File: src/rtl/seven_seg_pkg.sv
// seven_seg_pkg: active-low glyph constants and sizing helper for the scan driver
package seven_seg_pkg;
  localparam logic [6:0] SEG_BLANK = 7'h7F;
  localparam logic [6:0] GLYPH_0 = 7'h01;
  localparam logic [6:0] GLYPH_1 = 7'h4F;
  localparam logic [6:0] GLYPH_2 = 7'h12;
  localparam logic [6:0] GLYPH_3 = 7'h06;
  localparam logic [6:0] GLYPH_4 = 7'h4C;
  localparam logic [6:0] GLYPH_5 = 7'h24;
  localparam logic [6:0] GLYPH_6 = 7'h20;
  localparam logic [6:0] GLYPH_7 = 7'h0F;
  localparam logic [6:0] GLYPH_8 = 7'h00;
  localparam logic [6:0] GLYPH_9 = 7'h0C;
  localparam logic [6:0] GLYPH_A = 7'h08;
  localparam logic [6:0] GLYPH_B = 7'h60;
  localparam logic [6:0] GLYPH_C = 7'h31;
  localparam logic [6:0] GLYPH_D = 7'h42;
  localparam logic [6:0] GLYPH_E = 7'h30;
  localparam logic [6:0] GLYPH_F = 7'h38;
  localparam logic [15:0][6:0] GLYPH_ROM = {
    GLYPH_F, GLYPH_E, GLYPH_D, GLYPH_C, GLYPH_B, GLYPH_A, GLYPH_9, GLYPH_8,
    GLYPH_7, GLYPH_6, GLYPH_5, GLYPH_4, GLYPH_3, GLYPH_2, GLYPH_1, GLYPH_0
  };
  function automatic int width_of(input int n);
    return (n <= 2) ? 1 : $clog2(n);
  endfunction
endpackage

File: src/rtl/hex_to_seg.sv
// hex_to_seg: nibble to active-low seven-segment glyph lookup
module hex_to_seg (
  input  logic [3:0] nibble,
  output logic [6:0] seg
);
  import seven_seg_pkg::*;
  assign seg = GLYPH_ROM[nibble];
endmodule

File: src/rtl/seven_seg_scan_driver.sv
// seven_seg_scan_driver: multiplexed common-anode display scanner with PWM and double buffering
module seven_seg_scan_driver #(
  parameter int NUM_DIGITS = 4,
  parameter int CLK_DIV = 100000,
  parameter int DUTY_BITS = 4
) (
  input  logic clk,
  input  logic reset,
  input  logic [4*NUM_DIGITS-1:0] display_info,
  input  logic [NUM_DIGITS-1:0] dp_in,
  input  logic [NUM_DIGITS-1:0] blank_mask,
  input  logic lz_blank,
  input  logic load,
  input  logic [DUTY_BITS-1:0] brightness,
  output logic [6:0] seg,
  output logic dp,
  output logic [NUM_DIGITS-1:0] an,
  output logic frame_done
);
  import seven_seg_pkg::*;
  localparam int PW = width_of(CLK_DIV);
  localparam int IW = width_of(NUM_DIGITS);
  logic [PW-1:0] presc;
  logic [IW-1:0] idx;
  logic [DUTY_BITS-1:0] pwm;
  logic [NUM_DIGITS-1:0][3:0] pend_nib, sh_nib;
  logic [NUM_DIGITS-1:0] pend_dp, pend_mask, sh_dp, sh_mask, lz_dark, sel;
  logic [3:0] nib;
  logic [6:0] glyph;
  logic pending, slot_end, boundary, active;
  assign slot_end = presc == PW'(CLK_DIV - 1);
  assign boundary = slot_end && idx == IW'(NUM_DIGITS - 1);
  assign sel = NUM_DIGITS'(1) << idx;
  assign active = presc != '0 && pwm < brightness && !(|(sel & (sh_mask | lz_dark)));
  // digit i is dark when it and every digit above it holds zero
  always_comb begin
    logic zeros;
    zeros = 1'b1;
    lz_dark = '0;
    for (int i = NUM_DIGITS - 1; i >= 1; i--) begin
      zeros = zeros & (sh_nib[i] == 4'h0);
      lz_dark[i] = lz_blank & zeros;
    end
  end
  // pick the shadow nibble of the digit currently being scanned
  always_comb begin
    nib = '0;
    for (int i = 0; i < NUM_DIGITS; i++) nib = sel[i] ? sh_nib[i] : nib;
  end
  hex_to_seg u_dec (.nibble(nib), .seg(glyph));
  // slot prescaler, digit index and free-running pwm counter
  always_ff @(posedge clk) begin
    if (reset) begin
      presc <= '0;
      idx <= '0;
      pwm <= '0;
    end else begin
      presc <= slot_end ? '0 : presc + 1'b1;
      idx <= boundary ? '0 : slot_end ? idx + 1'b1 : idx;
      pwm <= pwm + 1'b1;
    end
  end
  // pending buffer collects loads; shadow only changes at the frame boundary
  always_ff @(posedge clk) begin
    if (reset) begin
      pending <= 1'b0;
      pend_nib <= '0;
      pend_dp <= '0;
      pend_mask <= '0;
      sh_nib <= '0;
      sh_dp <= '0;
      sh_mask <= '0;
    end else if (boundary) begin
      pending <= 1'b0;
      if (load) begin
        sh_nib <= display_info;
        sh_dp <= dp_in;
        sh_mask <= blank_mask;
      end else if (pending) begin
        sh_nib <= pend_nib;
        sh_dp <= pend_dp;
        sh_mask <= pend_mask;
      end
    end else if (load) begin
      pending <= 1'b1;
      pend_nib <= display_info;
      pend_dp <= dp_in;
      pend_mask <= blank_mask;
    end
  end
  // registered pin drive, one cycle behind the scan state
  always_ff @(posedge clk) begin
    if (reset) begin
      seg <= SEG_BLANK;
      dp <= 1'b1;
      an <= '1;
      frame_done <= 1'b0;
    end else begin
      seg <= active ? glyph : SEG_BLANK;
      dp <= ~(active & |(sh_dp & sel));
      an <= active ? ~sel : '1;
      frame_done <= boundary;
    end
  end
endmodule

File: config.mk
export PLATFORM = sky130hd
export DESIGN_NAME = seven_seg_scan_driver
export DESIGN_NICKNAME = d
export VERILOG_FILES = /design/src/rtl/seven_seg_pkg.sv /design/src/rtl/hex_to_seg.sv /design/src/rtl/seven_seg_scan_driver.sv
export SDC_FILE = /design/constraint.sdc
export NUM_CORES = 1
export LEC_CHECK = 0
export CAP_MARGIN = 5
export CORE_ASPECT_RATIO = 2
export CORE_MARGIN = 4
export CORE_UTILIZATION = 35
export CTS_CLUSTER_SIZE = 20
export DETAILED_ROUTE_END_ITERATION = 6
export DONT_BUFFER_PORTS = 1
export GPL_TIMING_DRIVEN = 0
export MAX_ROUTING_LAYER = met4
export PLACE_DENSITY_LB_ADDON = 0.08
export SETUP_SLACK_MARGIN = 0.05
export SYNTH_ARGS = -nofsm -noshare
export SYNTH_HDL_FRONTEND = slang
export SYNTH_SLANG_ARGS = --single-unit
File: constraint.sdc
create_clock -name clk -period 5.1 [get_ports clk]
set_input_delay 1.02 -clock clk [delete_from_list [all_inputs] [get_ports clk]]
set_output_delay 1.02 -clock clk [all_outputs]
set_load 0.02 [all_outputs]
======== Word level (Yosys, flattened, before mapping) ========
Memory sizes are Yosys's and may differ from the RTL's. A register that Yosys moved wholly into a read port is not among the register bits.
Cells that the tools add are included.
Widths: inputs -> output; s select.
word-level totals
  register bits ........................... 78
  latch bits .............................. 0
  RAM bits ................................ 0
  memory bits (read-only) ................. 112
  bits of input ports ..................... 32
  output and inout bits ................... 13
  logic and storage cells ................. 66
  memories ................................ 1
memory list
  name             depth  width  read ports  clocked after memory_dff  wr ports  line             text
  (no name shown)  16     7      1           1                         0         hex_to_seg.sv:7  assign seg = GLYPH_ROM[nibble];
cells by class
  add/subtract/negate cells ............... 3
  $mul .................................... 0
  divide/modulo/power cells ............... 0
  magnitude comparators ................... 1
  eq/ne operators ......................... 2
  shifts and indexed selects .............. 1
  multiplexer cells ....................... 10
  bitwise operators ....................... 13
  reduce and logical (&&, ||, !) cells .... 16
operators with widths
  operator               count
  $mux 16                2
  $mux 4                 8
  $add 17x1->17 const B  1
  $eq 17x17->1 const B   1
  $reduce_bool 17->1     1
  $logic_not 4->1        3
  $and 4x4->4            2
  $reduce_or 4->1        2
  $and 1x1->1            6
  $reduce_or 2->1        3
  $add 4x1->4 const B    1
  $lt 4x4->1             1
  $not 4->4              1
  $or 4x4->4             1
  $reduce_and 2->1       2
  $shl 1x2->4 const A    1
  $logic_and 1x1->1      3
  $not 1->1              3
  $add 2x1->2 const B    1
  $eq 2x2->1 const B     1
  $reduce_bool 2->1      1
  $logic_not 1->1        1

======== Logic depth before layout (Yosys ltp) ========
Gate-level depths: netlist of run 1.
  depth in word-level cells ............... 11
  depth in mapped cells ................... 11

======== Hierarchy ========
A second synthesis of run 1 with hierarchy kept.
second synthesis, totals
  cells, all modules ...................... 459
  area total of the unflattened synthesis .. 4093.9 um^2
modules (own cells, without submodules)
  module                 times used  cells each  area an instance (um^2)  seq. area each (um^2)
  seven_seg_scan_driver  1           424         3834.9                   1701.6
  hex_to_seg             1           35          259.0                    0.0

======== Worst setup path before layout of run 1 ========
OpenSTA, ideal clock, no wires.
  kind .................................... flip-flop to flip-flop
  start ................................... register idx[0]
  end ..................................... register seg[3]
  library setup time ...................... 0.074 ns
  data arrival time ....................... 2.406 ns
  required time ........................... 5.026 ns
  setup slack ............................. 2.620 ns
  stages on the path, launching flop included .. 12
  path buffers ............................ 1
  cells stage by stage .................... dfxtp_1 -> inv_1 -> ha_1 -> buf_2 -> nor3b_1 -> a221oi_1 -> inv_1 -> ha_1 -> inv_1 -> a211oi_1 -> a31o_2 -> o21ai_0
on the way
  cells in the longest elaborated chain, start to end .. 7
  elaborated cells between the ends (all ways) .. 11
  classes of those cells .................. shift: 1; mux: 4; bitwise: 2; reduce/logical: 4
RTL lines
  item                       line                         text
  start: declaration         seven_seg_scan_driver.sv:24  logic [IW-1:0] idx;
  start signal: assignment   seven_seg_scan_driver.sv:59  idx <= boundary ? '0 : slot_end ? idx + 1'b1 : idx;
  $shl 1x2->4 (*)            seven_seg_scan_driver.sv:33  assign sel = NUM_DIGITS'(1) << idx;
  $and 4x4->4                seven_seg_scan_driver.sv:34  assign active = presc != '0 && pwm < brightness && !(|(sel & (sh_mask | lz_dark)));
  $reduce_or 4->1            seven_seg_scan_driver.sv:34
  $logic_not 1->1            seven_seg_scan_driver.sv:34
  $logic_and 1x1->1          seven_seg_scan_driver.sv:34
  $not 1->1 (no line)        n/a
  $reduce_or 2->1 (no line)  n/a
  end: declaration           seven_seg_scan_driver.sv:15  output logic [6:0] seg,
Every way passes the cells marked *; elsewhere a longest branch is shown, timed or not.
A chain may end at the register's enable or synchronous reset.

======== Worst setup path after layout of run 1 ========
Ends and elaborated chain as after synthesis.

==> impl_metrics.sql, run 1 <==
INSERT INTO impl_metrics (metric_group, metric, value, unit) VALUES
('clock_network', 'clk-insertion-delay-late', '330', 'ps'),
('global_route', 'number_of_global_route_vias_before_repair', '3131', ''),
('clock_network', 'htree_num_levels', '3', ''),
('global_route', 'grt_use_total', '0.160', ''),
('critical_path', 'path_cells', 'inv_1, ha_1, buf_2, nor3b_1, a221oi_1, inv_1, ha_1, inv_1, a211oi_1, a31o_2, o21ai_0', ''),
('placement', 'finalWeightedCongestion', '0.761', ''),
('placement', 'port_buffers', '0', ''),
('synth', 'dominantRegCellSynth', 'dfxtp_1', ''),
('clock_network', 'clock_tree_sinks', '85', ''),
('critical_path', 'worst_path_max_delay_cell', 'a221oi_1', ''),
('clock_network', 'clkSlewWorstSetupHoldPaths', '60', 'ps'),
('sta', 'fmaxAchievable', '333', 'MHz'),
('global_route', 'grt_pass1_wl', '16500', 'um'),
('sta', 'max_slew_margin', '0.440', ''),
('placement', 'post-place-cells', '583', ''),
('critical_path', 'r2r_setup_slack', '2090', 'ps'),
('floorplanning', 'floorplan.die_area', '13500', 'sq um'),
('critical_path', 'crit_arrival', '3260', 'ps'),
('critical_path', 'worstSetupEndpoint', 'seg[3]', ''),
('critical_path', 'rr_endpoint', 'seg[3]', ''),
('critical_path', 'worst-setup-path-type', 'flip-flop to flip-flop', ''),
('drt', 'antenna_violating_nets_post_route', '0', ''),
('drt', 'route.vias.total', '3038', ''),
('critical_path', 'crit-reg2reg-launch', 'idx[0]', ''),
('power_and_ir_drop', 'seqPwrFrac', '0.501', ''),
('global_route', 'grtUsageMet1', '0.156', ''),
('layout', 'syn2layout_area_growth', '11.2', '%'),
('sta', 'maxSlewViolCount', '0', ''),
('global_route', 'grt_antenna_before_repair', '0', ''),
('layout', 'drive_above_1_share', '0.143', ''),
('floorplanning', 'fp.dieW', '84.3', 'um'),
('critical_path', 'critical_path.endpoint_type', 'flip-flop', ''),
('sta', 'max_slew.worst_pin.slew', '840', 'ps'),
('clock_network', 'cts_hold_repair.buffers', '0', ''),
('power_and_ir_drop', 'totalPowerFinal', '1.41', 'mW'),
('synth', 'netlist_instances', '441', ''),
('drt', 'finalWirelength', '10000', 'um'),
('global_route', 'met3_grt_util', '0.0359', ''),
('clock_network', 'clockRootBuffer', 'clkbuf_16', ''),
('floorplanning', 'placement_row_count', '55', ''),
('critical_path', 'critical-path-max-stage-delay', '670', 'ps'),
('clock_network', 'cts_made_buffers', '9', ''),
('power_and_ir_drop', 'internal-power', '1.09', 'mW'),
('drt', 'drt_first_pass_iters', '5', ''),
('synth', 'synth.yosys.warnings', '0', ''),
('drt', 'drt-initial-drc-count', '124', ''),
('critical_path', 'critPathMostFrequentCell', 'inv_1', ''),
('layout', 'fin_cells', '598', ''),
('layout', 'layout.core_utilization', '0.399', ''),
('status', 'outcome', 'finished clean', ''),
('floorplanning', 'top_level_ports', '45', ''),
('sta', 'post_route_setup_slack', '2090', 'ps'),
('clock_network', 'cts_resized', '0', ''),
('power_and_ir_drop', 'power_density', '311', 'nW/um^2'),
('global_route', 'grt_max_degree', '13', ''),
('sta', 'final_hold_vio_count', '0', ''),
('sta', 'timing.final.setup_violations', '0', ''),
('power_and_ir_drop', 'power.switching', '324', 'uW'),
('global_route', 'grt_busiest_layer', 'met2', ''),
('power_and_ir_drop', 'pwr-share-clk', '0.438', ''),
('power_and_ir_drop', 'switching_share', '0.230', ''),
('synth', 'synth_largest_type_area_fraction', '0.417', ''),
('run', 'max_capacitance_violation_count', '0', ''),
('global_route', 'met2_layer_usage_reported_by_global_route', '0.294', ''),
('synth', 'synthTopCellsByArea', 'dfxtp_1, a211oi_2, mux2i_1', ''),
('synth', 'syn_area', '4080', 'sq um'),
('critical_path', 'r2r_cells', '11', ''),
('global_route', 'grt_overflow', '0', ''),
('layout', 'final_net_count', '500', ''),
('synth', 'synthesis_stage_register_bit_count', '85', ''),
('sta', 'timing.clock.skew', '4.97', 'ps');
==> power by group through the flow <==
stage	sequential [mW]	combinational (mW)	clock, mW
after CTS	0.706	0.0878	0.641
after global routing	0.708	0.0978	0.664
after detailed placement	0.721	0.0871	0
after global placement	0.720	0.0866	0
final	0.706	0.0855	0.618
after floorplan	0.718	0.0665	0
==> flip-flops by register name, indices dropped and copies added (netlist names) <==
name	cells
pend_dp	4
sh_dp	4
idx	2
sh_nib	16
seg	7
frame_done	1
presc	17
pend_nib	16
pwm	4
dp	1
pending	1
sh_mask	4
an	4
pend_mask	4
==> synthesized netlist by cell type (6+ instances only) <==
master    count
nand2_1      65
xnor2_1       8
ha_1         16
xor2_1        9
a211oi_2     25
inv_1        19
a21oi_1      29
dfxtp_1      85
buf_4         9
a211oi_1      6
mux2i_1      29
nor2_1       51
clkbuf_1      8
nand3_1       6
==> through the flow <==
step | hold WS, ps | cell area [sq um]
floorplan | 425 | 4080
global route | 472 | 4530
detailed placement | 446 | 4250
global placement | 441 | 4250
finish | 454 | 4530
CTS | 454 | 4530
==> critical path: cells and delay by family, from the launching register on <==
family	cells	cell delay (ps)
and+or+nand+nor	1	150
DFF	1	410
adders and majority gates	2	630
buffers and inverters	4	620
AOI/OAI and AO/OA	4	1110
==> cell families after synthesis <==
| group | count (synthesis) | share of synthesized area |
|---|---|---|
| AND/OR/NAND/NOR | 160 | 0.184 |
| AO/OA/AOI/OAI | 87 | 0.179 |
| flip-flops | 85 | 0.417 |
| buffers and inverters | 47 | 0.0623 |
| multiplexers | 29 | 0.0712 |
| XOR/XNOR | 17 | 0.0365 |
| adder cells (fa/ha/maj) | 16 | 0.0491 |
==> area by class of cell <==
class                      count  area, sq um  share of cell area
clock inverter                 1         5.00             0.00110
sequential                    85         1700               0.375
buffer                        28          183              0.0403
tap                          142          178              0.0392
multi-input combinational    309         2120               0.468
inverter                      19         71.3              0.0157
clock buffer                  14          274              0.0604
==> how the worst min path moves through the flow <==
stage / slack [ps] / end / start / cells after the start
after global routing: 470 / pend_mask[2] / pend_mask[2] / 2
after global placement: 440 / pend_dp[1] / pend_dp[1] / 2
after floorplan: 430 / pwm[0] / pwm[0] / 1
final: 450 / pend_nib[15] / pend_nib[15] / 2
after detailed placement: 450 / pend_nib[15] / pend_nib[15] / 2
after CTS: 450 / pend_nib[15] / pend_nib[15] / 2
==> metal layers <==
layer | up-vias | share of wire
li1 | 1552 | -
met3 | 19 | 0.039
met1 | 1415 | 0.37
met5 | - | 0
met2 | 52 | 0.56
met4 | 0 | 0.033
(Power assumes the default switching activity.)
==> run 2: changes to the inputs <==
==> constraint.sdc (replaced) <==
create_clock -name clk -period 2.9 [get_ports clk]
set_input_delay 0.58 -clock clk [delete_from_list [all_inputs] [get_ports clk]]
set_output_delay 0.58 -clock clk [all_outputs]
set_load 0.02 [all_outputs]
==> run 2 against run 1 <==
  * Total power rose by 76%
  * Clock-buffer cell count unchanged
  * Worst setup slack got worse by 1800 ps
  * Die area stayed put
  * Global-route usage barely moved
  * Register-to-register slack worse by 1800 ps
  * Critical path depth unchanged
  * Flip-flop and latch count unchanged
  * Fmax is 15% higher
  * Sequential power is 76% higher
  * Via count rose by 0.63%
==> impl_metrics.sql, run 2 (synthesized netlist as in run 1, its figures left out) <==
INSERT INTO impl_metrics (metric_group, metric, value, unit) VALUES
('floorplanning', 'floorplan.core_area', '11400', 'sq um'),
('critical_path', 'worstPathRequired', '3160', 'ps'),
('critical_path', 'critical_path.endpoint_type', 'flip-flop', ''),
('layout', 'top_regs', 'presc (17), pend_nib (16), sh_nib (16)', ''),
('floorplanning', 'fp.dieW', '84.3', 'um'),
('sta', 'maxSlewViolCount', '0', ''),
('clock_network', 'cts_hold_repair.buffers', '0', ''),
('placement', 'port_buffers', '0', ''),
('drt', 'drt_drc_violations_left', '0', ''),
('drt', 'wl_met3', '391', 'um'),
('sta', 'final.min_clock_period', '2610', 'ps'),
('sta', 'max_slew_margin', '0.505', ''),
('placement', 'finalWeightedCongestion', '0.761', ''),
('clock_network', 'htree_num_levels', '3', ''),
('sta', 'final_hold_vio_count', '0', ''),
('critical_path', 'worst_path_max_delay_cell', 'dfxtp_1', ''),
('power_and_ir_drop', 'power_density', '544', 'nW/um^2'),
('drt', 'drt_first_pass_iters', '4', ''),
('drt', 'antenna_violating_nets_post_route', '0', ''),
('critical_path', 'critical_path.max_fanout', '10', ''),
('sta', 'setup-tns-final', '0', 'ps'),
('critical_path', 'nature_of_the_critical_path_startpoint', 'flip-flop', ''),
('layout', 'layout.area.seq', '1700', 'sq um'),
('status', 'outcome', 'finished clean', ''),
('drt', 'drt-initial-drc-count', '108', ''),
('floorplanning', 'die_height', '161', 'um'),
('global_route', 'grt_overflow', '0', ''),
('power_and_ir_drop', 'leakage', '1.69', 'nW'),
('layout', 'final_net_count', '500', ''),
('layout', 'final_design_area_no_fill', '4560', 'sq um'),
('placement', 'hpwl', '7680', 'um'),
('clock_network', 'clock_tree_sinks', '85', ''),
('layout', 'layout.core_utilization', '0.401', ''),
('clock_network', 'clkSlewWorstSetupHoldPaths', '60', 'ps'),
('clock_network', 'clk_path_buf_depth', '2', ''),
('drt', 'wire_per_inst', '16.8', 'um'),
('clock_network', 'cts_tree', 'yes', ''),
('run', 'max_capacitance_violation_count', '0', ''),
('critical_path', 'path_cells', 'ha_1, buf_4, buf_4, a211oi_1, a221oi_4, inv_1, ha_1, inv_1, a211oi_1, a31o_2, o21ai_0', ''),
('sta', 'timing.final.setup_violations', '0', ''),
('power_and_ir_drop', 'ir_drop', '0.276', 'mV'),
('sta', 'timing.clock.skew', '5.07', 'ps'),
('global_route', 'grt_pass1_wl', '16500', 'um'),
('drt', 'met2RoutedLength', '5650', 'um'),
('layout', 'syn2layout_area_growth', '11.8', '%'),
('floorplanning', 'start_util', '0.359', ''),
('critical_path', 'crit_arrival', '2870', 'ps'),
('floorplanning', 'placement_row_count', '55', ''),
('clock_network', 'clk-insertion-delay-late', '330', 'ps'),
('drt', 'top_signal_layer_used', 'met4', ''),
('critical_path', 'worst-setup-path-type', 'flip-flop to flip-flop', ''),
('floorplanning', 'floorplan.die_area', '13500', 'sq um'),
('clock_network', 'post_cts.repair.setup_buffers', '0', ''),
('min_path', 'min_path_type', 'input pin to flip-flop', ''),
('global_route', 'number_of_global_route_vias_before_repair', '3124', ''),
('clock_network', 'cts_made_buffers', '9', ''),
('clock_network', 'clockRootBuffer', 'clkbuf_16', ''),
('layout', 'drive_above_1_share', '0.147', ''),
('power_and_ir_drop', 'totalPowerFinal', '2.48', 'mW'),
('sta', 'rsz_0062_raised_after_global_routing', 'false', ''),
('layout', 'mostFrequentLayoutCells', 'dfxtp_1, nand2_1, nor2_1', ''),
('drt', 'route.vias.total', '3057', ''),
('sta', 'max_slew.worst_pin.slew', '742', 'ps'),
('drt', 'vias_per_cell', '5.11', ''),
('floorplanning', 'top_level_ports', '45', ''),
('layout', 'largest-register', 'presc', ''),
('global_route', 'grt_max_degree', '13', ''),
('layout', 'max_reg_flops', '17', ''),
('global_route', 'grt_use_total', '0.161', ''),
('layout', 'multiInputGateArea', '2140', 'sq um'),
('drt', 'finalWirelength', '10100', 'um'),
('layout', 'diodes', '0', ''),
('critical_path', 'critical-path-max-stage-delay', '410', 'ps'),
('sta', 'timing.final.crit_share', '0.901', ''),
('drt', 'm1WireLength', '3700', 'um'),
('layout', 'layout_commonest_cell', 'dfxtp_1', ''),
('placement', 'placedInstanceArea', '4250', 'sq um'),
('layout', 'filler_cell_count', '1209', ''),
('global_route', 'grt_antenna_before_repair', '0', ''),
('sta', 'fmaxAchievable', '383', 'MHz');
run 2: cell type report:
class                      instances  share of cell area
tap                              142              0.0390
clock buffer                      14              0.0601
sequential                        85               0.374
clock inverter                     1             0.00110
buffer                            28              0.0401
multi-input combinational        309               0.470
inverter                          19              0.0157
run 2: worst paths after layout:
| kind | slack [ps] | cells after the start | startpoint | to |
|---|---|---|---|---|
| worst max-delay path | 290 | 11 | idx[0] | seg[3] |
| worst max register to register | 290 | 11 | idx[0] | seg[3] |
| worst min register to register | 450 | 2 | pend_nib[15] | pend_nib[15] |
| worst min-delay path | 370 | 2 | display_info[11] | pend_nib[11] |
run 2: metal layers:
metal | up-vias | track usage
li1 | 1552 | -
met1 | 1435 | 0.156
met2 | 51 | 0.294
met3 | 19 | 0.0359
met4 | 0 | 0.0761
met5 | - | -
run 2: metrics by stage:
stage,cells,worst slack [ps],hold slack [ps]
finish,598,287,375
global route,598,49.9,368
CTS,598,187,361
detailed placement,583,-109,446
global placement,583,-15.3,441
floorplan,441,420,425
run 2: what timing repair did:
action	CTS	global route
pin swaps	0	0
endpoints found under the hold margin	0	0
resized for setup	1	2
setup endpoints to repair	2	2
run 2: worst max-delay path, delay by kind of cell, from the launching register on:
kind	cells	cell delay [ps]
compound gates	5	930
fa+ha+maj	2	530
buf+inv	4	670
flops	1	410
run 2: report_power, final:
group	total, mW	switching [mW]	internal (mW)
registers	1.24	0.0348	1.21
logic	0.150	0.0927	0.0573
clock network	1.09	0.443	0.645
==> run 3: changes to the inputs <==
--- a/config.mk
+++ b/config.mk
@@ -14,7 +14,7 @@
 export DONT_BUFFER_PORTS = 1
 export GPL_TIMING_DRIVEN = 0
 export MAX_ROUTING_LAYER = met4
-export PLACE_DENSITY_LB_ADDON = 0.08
+export PLACE_DENSITY = 0.48
 export SETUP_SLACK_MARGIN = 0.05
 export SYNTH_ARGS = -nofsm -noshare
 export SYNTH_HDL_FRONTEND = slang
==> run 3 against run 2 <==
  * Die area unchanged
  * Clock-buffer cell count down 4
  * Via count down 0.36%
  * Critical path type unchanged
  * Largest cell class unchanged
  * Sequential power about the same
  * Final cell count up 0.17%
  * Register-to-register slack about the same
==> impl_metrics.sql, run 3 (synthesized netlist as in run 1, its figures left out) <==
INSERT INTO impl_metrics (metric_group, metric, value, unit) VALUES
('critical_path', 'critical_path.endpoint_type', 'flip-flop', ''),
('layout', 'largest-register', 'presc', ''),
('power_and_ir_drop', 'totalPowerFinal', '2.47', 'mW'),
('run', 'max_capacitance_violation_count', '0', ''),
('sta', 'maxSlewViolCount', '0', ''),
('min_path', 'holdCritStartpoint', 'blank_mask[3]', ''),
('layout', 'layout_commonest_cell', 'dfxtp_1', ''),
('drt', 'drt-initial-drc-count', '138', ''),
('sta', 'max_slew.worst_pin.slew', '691', 'ps'),
('layout', 'layout.core_utilization', '0.400', ''),
('drt', 'drt_first_pass_iters', '4', ''),
('power_and_ir_drop', 'power_density', '544', 'nW/um^2'),
('sta', 'timing.clock.skew', '6.67', 'ps'),
('clock_network', 'clkSlewWorstSetupHoldPaths', '60', 'ps'),
('sta', 'final_hold_vio_count', '0', ''),
('drt', 'finalWirelength', '10100', 'um'),
('floorplanning', 'die_height', '161', 'um'),
('sta', 'max_slew_margin', '0.540', ''),
('layout', 'diodes', '0', ''),
('sta', 'timing.final.setup_violations', '0', ''),
('critical_path', 'r2r_setup_slack', '290', 'ps'),
('critical_path', 'rr_endpoint', 'seg[3]', ''),
('sta', 'final.min_clock_period', '2610', 'ps'),
('global_route', 'number_of_global_route_vias_before_repair', '2971', ''),
('clock_network', 'cts_made_buffers', '9', ''),
('floorplanning', 'floorplan.die_area', '13500', 'sq um'),
('placement', 'finalWeightedCongestion', '0.799', ''),
('critical_path', 'crit_arrival', '2890', 'ps'),
('drt', 'drt_drc_violations_left', '0', ''),
('layout', 'top_regs', 'presc (17), pend_nib (16), sh_nib (16)', ''),
('min_path', 'worst_hold_path.num_cells', '2', ''),
('sta', 'timing.final.crit_share', '0.901', ''),
('critical_path', 'critical_path.max_fanout', '10', ''),
('drt', 'route.vias.total', '3046', ''),
('clock_network', 'clock_tree_sinks', '85', ''),
('layout', 'mostFrequentLayoutCells', 'dfxtp_1, nand2_1, nor2_1', ''),
('clock_network', 'clockRootBuffer', 'clkbuf_16', ''),
('floorplanning', 'top_level_ports', '45', ''),
('global_route', 'grt_overflow', '0', ''),
('global_route', 'grt_use_total', '0.156', ''),
('critical_path', 'worst_setup_path_startpoint', 'idx[0]', ''),
('clock_network', 'htree_num_levels', '3', ''),
('layout', 'drive_above_1_share', '0.151', ''),
('critical_path', 'crit-reg2reg-launch', 'idx[0]', ''),
('clock_network', 'cts_tree', 'yes', ''),
('placement', 'hpwl', '7770', 'um'),
('global_route', 'grt_max_degree', '15', ''),
('power_and_ir_drop', 'ir_drop', '0.296', 'mV'),
('power_and_ir_drop', 'leakage', '1.68', 'nW'),
('layout', 'syn2layout_area_growth', '11.3', '%'),
('layout', 'final_net_count', '500', ''),
('placement', 'port_buffers', '0', ''),
('clock_network', 'clk-insertion-delay-late', '340', 'ps'),
('global_route', 'grt_pass1_wl', '15800', 'um'),
('floorplanning', 'floorplan.core_area', '11400', 'sq um'),
('sta', 'rsz_0062_raised_after_global_routing', 'false', ''),
('drt', 'antenna_violating_nets_post_route', '0', ''),
('drt', 'wire_per_inst', '16.8', 'um'),
('floorplanning', 'fp.dieW', '84.3', 'um'),
('critical_path', 'worst-setup-path-type', 'flip-flop to flip-flop', ''),
('floorplanning', 'start_util', '0.359', ''),
('clock_network', 'cts_hold_repair.buffers', '0', ''),
('sta', 'setup-tns-final', '0', 'ps'),
('layout', 'max_reg_flops', '17', ''),
('min_path', 'whs_endpoint', 'pend_mask[3]', ''),
('min_path', 'min_path_type', 'input pin to flip-flop', ''),
('critical_path', 'nature_of_the_critical_path_startpoint', 'flip-flop', ''),
('critical_path', 'r2r_cells', '11', ''),
('sta', 'fmaxAchievable', '383', 'MHz'),
('sta', 'fin_hold_ws', '369', 'ps'),
('floorplanning', 'placement_row_count', '55', ''),
('global_route', 'grt_antenna_before_repair', '0', ''),
('clock_network', 'clk_path_buf_depth', '2', ''),
('status', 'outcome', 'finished clean', ''),
('critical_path', 'worstPathRequired', '3170', 'ps'),
('drt', 'vias_per_cell', '5.09', '');
run 3: how the worst max path moves through the flow:
stage,slack [ps],end,cells past startpoint
global placement,50,seg[3],11
global route,120,seg[3],11
floorplan,420,seg[3],11
finish,290,seg[3],11
detailed placement,70,seg[3],11
CTS,50,seg[3],11
run 3: power by group:
part | internal (mW) | leakage (nW) | switching (mW)
Clock | 0.600 | 0.134 | 0.480
Sequential | 1.21 | 0.693 | 0.0349
Combinational | 0.0571 | 0.854 | 0.0920
run 3: metrics by stage:
stage,std cells,cell area [sq um],setup WS [ps]
final,599,4540,288
after global routing,599,4540,118
after CTS,599,4530,51.6
after detailed placement,583,4250,69.0
after global placement,583,4250,53.4
after floorplan,441,4080,420
run 3: area by class of cell:
class                   count  area, sq um
clock buffers              10          239
clock inverters             6         38.8
inverters                  19         71.3
fillers                  1149         6820
plain buffers              28          183
flip-flops and latches     85         1700
multi-input cells         309         2130
well taps                 142          178
run 3: critical path: stages, from the launching register on:
cell	delay (ps)
dfxtp_1	410
ha_1	170
buf_4	170
buf_4	200
a211oi_1	80
a221oi_2	450
inv_1	180
ha_1	370
inv_1	100
a211oi_1	50
a31o_2	220
o21ai_0	130
run 3: routing by layer:
metal	track usage	up-vias	wire (um)
met5	-	-	0
met4	0.0776	0	325
met3	0.0339	18	344
met2	0.287	47	5690
met1	0.151	1428	3720
li1	-	1553	-
run 3: timing repair:
item | in CTS | in global routing
resized for setup | 0 | 1
buffers inserted | 0 | 0
endpoints found under the setup margin | 0 | 2
